<file path="src/rtl/vga_timing_pkg.sv">
// Shared types and 640x480@60 default timing for the VGA sync generator/decoder pair.
package vga_timing_pkg;

  typedef enum logic [1:0] {
    SEARCH = 2'd0,
    TRACK  = 2'd1,
    LOCKED = 2'd2
  } dec_state_t;

  typedef logic [9:0] coord_t;

  localparam int DEF_H_TOTAL     = 800;
  localparam int DEF_V_TOTAL     = 525;
  localparam int DEF_H_ACTIVE    = 640;
  localparam int DEF_V_ACTIVE    = 480;
  localparam int DEF_H_BP        = 43;
  localparam int DEF_V_BP        = 31;
  localparam int DEF_LOCK_FRAMES = 2;

  localparam coord_t CNT_MAX = 10'h3FF;

  function automatic coord_t sat_inc(input coord_t v);
    return (v == CNT_MAX) ? v : v + 10'd1;
  endfunction

endpackage

</file>
<file path="src/rtl/sync_edge_detect.sv">
// Rising-edge (end of active-low sync) detector; VGA_TIMING_DECODER_SYNC2FF_EN adds
// a 2-flop synchronizer ahead of the edge register for asynchronous sources.
module sync_edge_detect (
  input  logic SynchClock,
  input  logic Reset,
  input  logic sync_n,
  output logic rise
);

  logic level;
  logic level_q;

`ifdef VGA_TIMING_DECODER_SYNC2FF_EN
  logic [1:0] meta;

  always_ff @(posedge SynchClock or posedge Reset) begin
    if (Reset) meta <= 2'b11;
    else       meta <= {meta[0], sync_n};
  end

  assign level = meta[1];
`else
  assign level = sync_n;
`endif

  always_ff @(posedge SynchClock or posedge Reset) begin
    if (Reset) level_q <= 1'b1;
    else       level_q <= level;
  end

  assign rise = level & ~level_q;

endmodule

</file>
<file path="src/rtl/vga_timing_decoder.sv">
// Recovers pixel coordinates from an incoming Hsynch/Vsynch pair, measures line/frame
// timing and reports lock. VGA_TIMING_DECODER_SYNC2FF_EN selects synchronized inputs.
module vga_timing_decoder
  import vga_timing_pkg::*;
#(
  parameter int H_TOTAL     = DEF_H_TOTAL,
  parameter int V_TOTAL     = DEF_V_TOTAL,
  parameter int H_ACTIVE    = DEF_H_ACTIVE,
  parameter int V_ACTIVE    = DEF_V_ACTIVE,
  parameter int H_BP        = DEF_H_BP,
  parameter int V_BP        = DEF_V_BP,
  parameter int LOCK_FRAMES = DEF_LOCK_FRAMES
) (
  input  logic   SynchClock,
  input  logic   Reset,
  input  logic   Hsynch,
  input  logic   Vsynch,
  output coord_t PixelCol,
  output coord_t PixelRow,
  output logic   Active,
  output logic   FrameStart,
  output coord_t LineLength,
  output coord_t FrameLines,
  output logic   Locked,
  output logic   SyncError
);

  localparam coord_t     H_TOT  = coord_t'(H_TOTAL);
  localparam coord_t     V_TOT  = coord_t'(V_TOTAL);
  localparam coord_t     H_LO   = coord_t'(H_BP);
  localparam coord_t     H_HI   = coord_t'(H_BP + H_ACTIVE);
  localparam coord_t     V_LO   = coord_t'(V_BP);
  localparam coord_t     V_HI   = coord_t'(V_BP + V_ACTIVE);
  localparam logic [2:0] LOCK_N = 3'(LOCK_FRAMES);

  logic       hs_rise, vs_rise;
  coord_t     hcnt, vcnt;
  logic       armed;
  logic [2:0] goodcnt;
  logic       line_err;
  dec_state_t state;

  sync_edge_detect u_hs (
    .SynchClock (SynchClock),
    .Reset      (Reset),
    .sync_n     (Hsynch),
    .rise       (hs_rise)
  );

  sync_edge_detect u_vs (
    .SynchClock (SynchClock),
    .Reset      (Reset),
    .sync_n     (Vsynch),
    .rise       (vs_rise)
  );

  coord_t     len_meas, frm_meas;
  logic       new_frame, hs_lost, line_bad, frame_bad, frame_good;
  logic       act_h, act_v, act;
  logic [2:0] good_next;

  // A vs edge in the same cycle as the hs edge counts as already armed.
  assign new_frame  = hs_rise & (armed | vs_rise);
  assign len_meas   = sat_inc(hcnt);
  assign frm_meas   = sat_inc(vcnt);
  assign hs_lost    = ~hs_rise & (hcnt == CNT_MAX - 10'd1);
  assign line_bad   = hs_rise & (len_meas != H_TOT);
  assign frame_bad  = new_frame & (frm_meas != V_TOT);
  assign frame_good = new_frame & ~frame_bad & ~line_bad & ~line_err;
  assign good_next  = goodcnt + 3'd1;

  assign act_h = (hcnt >= H_LO) && (hcnt < H_HI);
  assign act_v = (vcnt >= V_LO) && (vcnt < V_HI);
  assign act   = act_h & act_v & (state == LOCKED);

  always_ff @(posedge SynchClock or posedge Reset) begin
    if (Reset) begin
      hcnt       <= '0;
      vcnt       <= '0;
      armed      <= 1'b0;
      LineLength <= '0;
      FrameLines <= '0;
      FrameStart <= 1'b0;
    end else begin
      FrameStart <= new_frame;
      if (hs_rise) begin
        hcnt       <= '0;
        LineLength <= len_meas;
      end else begin
        hcnt <= sat_inc(hcnt);
      end
      if (new_frame) begin
        vcnt       <= '0;
        FrameLines <= frm_meas;
        armed      <= 1'b0;
      end else begin
        if (hs_rise) vcnt  <= sat_inc(vcnt);
        if (vs_rise) armed <= 1'b1;
      end
    end
  end

  // line_err remembers an already-reported bad line so that frame is not counted good.
  always_ff @(posedge SynchClock or posedge Reset) begin
    if (Reset) begin
      state     <= SEARCH;
      goodcnt   <= '0;
      line_err  <= 1'b0;
      SyncError <= 1'b0;
    end else begin
      SyncError <= 1'b0;
      if (new_frame)     line_err <= 1'b0;
      else if (line_bad) line_err <= 1'b1;

      if (hs_lost) begin
        state     <= SEARCH;
        goodcnt   <= '0;
        SyncError <= 1'b1;
      end else begin
        case (state)
          SEARCH: begin
            if (new_frame) begin
              state   <= TRACK;
              goodcnt <= '0;
            end
          end
          TRACK, LOCKED: begin
            if (line_bad || frame_bad) begin
              SyncError <= 1'b1;
              goodcnt   <= '0;
              state     <= TRACK;
            end else if (frame_good && state == TRACK) begin
              goodcnt <= good_next;
              if (good_next >= LOCK_N) state <= LOCKED;
            end
          end
          default: state <= SEARCH;
        endcase
      end
    end
  end

  always_ff @(posedge SynchClock or posedge Reset) begin
    if (Reset) begin
      Active   <= 1'b0;
      PixelCol <= '0;
      PixelRow <= '0;
    end else begin
      Active   <= act;
      PixelCol <= act ? hcnt - H_LO : '0;
      PixelRow <= act ? vcnt - V_LO : '0;
    end
  end

  assign Locked = (state == LOCKED);

endmodule

</file>
<file path="config.mk">
export PLATFORM = sky130hd
export DESIGN_NAME = vga_timing_decoder
export DESIGN_NICKNAME = d
export VERILOG_FILES = /design/src/rtl/vga_timing_pkg.sv /design/src/rtl/sync_edge_detect.sv /design/src/rtl/vga_timing_decoder.sv
export SDC_FILE = /design/constraint.sdc
export NUM_CORES = 1
export LEC_CHECK = 0
export BUFFER_PORTS_ARGS = -buffer_cell sky130_fd_sc_hd__buf_4
export CORE_MARGIN = 8
export CORE_UTILIZATION = 30
export CTS_CLUSTER_DIAMETER = 50
export CTS_CLUSTER_SIZE = 24
export DETAILED_ROUTE_END_ITERATION = 12
export PLACE_DENSITY = 0.61
export SYNTH_ARGS = -nofsm -noshare
export SYNTH_HDL_FRONTEND = slang
export SYNTH_SLANG_ARGS = --single-unit
</file>
<file path="constraint.sdc">
create_clock -name SynchClock -period 2.65 [get_ports SynchClock]
set_input_delay 0.265 -clock SynchClock [delete_from_list [all_inputs] [get_ports SynchClock]]
set_output_delay 0.265 -clock SynchClock [all_outputs]
set_load 0.02 [all_outputs]
</file>
==> flow_metrics.env <==
export IMPL_status="finished with violations"
export IMPL_violations="negative setup slack"
export IMPL_areaGrowthSynthToFinish_pct=28.4
export IMPL_drive_gt1_frac=0.264
export IMPL_synth_edf_count=0
export IMPL_grt_remaining_overflow=0
export IMPL_path_buf_inv=0
export IMPL_postRouteWirelength_mm=8.90
export IMPL_critPathSlowestCell="or4_4"
export IMPL_cap_violations=0
export IMPL_stdcell_area_sq_um=4750
export IMPL_rsz0062_at_grt="yes"
export IMPL_critical_path_class="reg -> reg"
export IMPL_dieArea_sq_um=16100
export IMPL_muxShareOfSynthArea=0.0291
export IMPL_worst_pin_slew_ns=0.688
export IMPL_grt_max_degree=41
export IMPL_critical_path_top_delay_family="simple AND/OR/NAND/NOR gates"
export IMPL_syn_nets=406
export IMPL_yosysSeqAreaShare=0.487
export IMPL_placementRows=40
export IMPL_wl_per_cell_microns=14.6
export IMPL_m1WireLength_mm=4.13
export IMPL_fin_hold_ws_ns=0.0448
export IMPL_wl_met3_microns=438
export IMPL_cts_clk_slew_worst_paths_ns=0.06
export IMPL_seqPwrFrac=0.366
export IMPL_leakagePower_nw=2.26
export IMPL_synth_top_cell_by_area="dfrtp_1"
export IMPL_p_per_area_nw_per_um2=770
export IMPL_syn_inst=393
export IMPL_combPwrFrac=0.277
export IMPL_tritoncts="done"
export IMPL_diodes=0
export IMPL_wl_met2_mm=4.16
export IMPL_crit_arrival_ns=2.98
export IMPL_fin_ws_ns=-0.111
export IMPL_synth_compound_area_frac=0.138
export IMPL_endpoint_kind="flop"
export IMPL_peakVddDrop_v=0.000350
export IMPL_cp_max_fo=3
export IMPL_clockRootBuffer="clkbuf_16"
export IMPL_dpl_cell_area_sq_um=4370
export IMPL_final_cell_count_no_fill=609
export IMPL_core_area_sq_um=12000
export IMPL_cts_buffers=9
export IMPL_fin_nets=470
export IMPL_ant_nets=0
export IMPL_ys_types=56
export IMPL_synth_top_family_by_area="simple AND/OR/NAND/NOR gates"
export IMPL_rr_worst_depth=8
export IMPL_period_needed_ns=2.76
export IMPL_grt_pass1_wl_mm=15.0
export IMPL_dr_pass1_iters=4
export IMPL_drtIter0Drc=189
export IMPL_power_mw=3.66
export IMPL_critPathRequiredTime_ns=2.87
export IMPL_p_int_mw=2.51
export IMPL_die_h_microns=127
export IMPL_slew_headroom=0.541
export IMPL_ys_flop_type="dfrtp_1"
export IMPL_synth_commonest_cells="dfrtp_1 (70), nor2_1 (49), nand2_1 (39)"
export IMPL_vias_per_cell=5.00
export IMPL_synth_seq_cells=72
export IMPL_netlist_top_cells_area="dfrtp_1 (47%), nor2_1 (5.0%), nand2_1 (4.0%)"
export IMPL_synth_fa_ha_area_frac=0.0304
export IMPL_drv_slew=0
export IMPL_fin_util=0.396
export IMPL_tns_ns=-0.278
export IMPL_die_w_microns=127
export IMPL_synth_area_sq_um=3700
export IMPL_top_layer="met4"
export IMPL_max_freq_ghz=0.362
export IMPL_period_share=1.04
export IMPL_synth_most_common_cell="dfrtp_1"
export IMPL_cp_depth=8
export IMPL_switching_share=0.314
export IMPL_cts_sinks=72
export IMPL_antenna_found_initial=0
export IMPL_grt_pass1_vias=3061
export IMPL_async_flop_share=1.00
export IMPL_cp_cell_sequence="ha_1, or4b_1, or4_4, a21oi_4, a21oi_2, a41o_1, a31oi_4, mux2_4"
export IMPL_dp_hpwl_mm=6.44
export IMPL_drc=0
export IMPL_place_ws_ns=-0.107
export IMPL_ioPinCount=48
export IMPL_switchingPower_mw=1.15
export IMPL_dpl_cell_count=591
export IMPL_hp_class="in -> async"
export IMPL_yosys_warnings=0
export IMPL_netlist_area_leader_share=0.473
export IMPL_grt_usage=0.114
export IMPL_start_kind="flop"
export IMPL_num_fill_cells=1217
export IMPL_max_stage_delay_ns=0.51
export IMPL_avgSynthCellArea_sq_um=9.42
export IMPL_p_clk_frac=0.358
export IMPL_r2r_slack_ns=-0.11
export IMPL_portBuffers=47
export IMPL_clk_path_buf_depth=2
export IMPL_synthXorXnorAreaFrac=0.0568
export IMPL_clock_latency_ns=0.34
export IMPL_place_congestion=0.845
export IMPL_yosys_area_share_simple=0.211
export IMPL_setup_violations=5
export IMPL_start_util=0.308
export IMPL_fin_skew_ns=0.0111
export IMPL_ctsHtreeMaxLevel=3
export IMPL_hold_viol=0
export IMPL_vias=3046
[power by group through the flow]
stage / clock [mW] / sequential [mW] / combinational, mW
detailed placement: 0 / 1.35 / 0.986
CTS: 1.33 / 1.34 / 1.02
global route: 1.38 / 1.35 / 1.11
finish: 1.31 / 1.34 / 1.01
global placement: 0 / 1.35 / 0.960
floorplan: 0 / 1.38 / 0.629
[area by class of cell]
class | count | area (sq um) | share of cell area
clock inverters | 6 | 92.6 | 0.0195
inverters | 13 | 48.8 | 0.0103
multi-input cells | 279 | 1760 | 0.371
well taps | 147 | 184 | 0.0387
repair buffers | 82 | 628 | 0.132
flip-flops and latches | 72 | 1800 | 0.380
clock buffers | 10 | 229 | 0.0482
[cell usage in the layout, fill, tap and decap left out, drive strengths merged, types with 3 or more instances in the layout]
master / n
buf: 82
dfrtp: 70
nor2: 50
nand2: 39
o21ai: 29
nand3: 20
a21oi: 17
inv: 14
xnor2: 13
xor2: 11
clkbuf: 10
a31oi: 9
ha: 9
and3: 8
nor2b: 7
mux2i: 7
nor4: 6
nor3: 5
nand2b: 4
a22o: 4
o31ai: 4
nand4: 3
or3: 3
or4: 3
mux2: 3
[sequential cells by signal, summed over array words and instances (netlist names), 2 cells and up]
register    cells
FrameLines     10
LineLength     10
PixelCol       10
PixelRow       10
hcnt           10
vcnt           10
goodcnt         3
state           2
[worst register-to-register path, cell delays in order, from the launching register on]
cell	delay, ns
dfrtp_1	0.38
ha_1	0.30
or4b_1	0.49
or4_4	0.51
a21oi_4	0.16
a21oi_2	0.09
a41o_1	0.24
a31oi_4	0.16
mux2_4	0.31
[logic make-up after synthesis]
| group | Yosys count |
|---|---|
| simple gates | 159 |
| compound gates | 77 |
| flops | 72 |
| buf+inv | 42 |
| xor+xnor | 24 |
| mux | 10 |
| fa+ha+maj | 9 |
[path summary, 6_finish.rpt]
kind	endpoint	from
max	state[0]$_DFFE_PP0P_	vcnt[0]$_DFFE_PP0P_
min	hcnt[4]$_DFF_PP0_	Reset
max reg2reg	state[0]$_DFFE_PP0P_	vcnt[0]$_DFFE_PP0P_
min reg2reg	FrameLines[1]$_DFFE_PP0P_	FrameLines[1]$_DFFE_PP0P_
max in group asynchronous	u_vs.level_q$_DFF_PP1_	Reset
min in group SynchClock	u_vs.level_q$_DFF_PP1_	Vsynch
[metal layers]
layer  GRT usage  vias up
met5           0        -
met2       0.181       70
met4      0.0518        0
met1       0.140     1480
li1            -     1483
met3      0.0320       13
[repair_timing]
action,CTS,global route
pin swaps,4,1
setup endpoints to repair,5,6
setup buffers,2,0
hold buffers,0,0
gates resized for setup,6,3
Note: power is estimated with default switching activity, not from simulation.
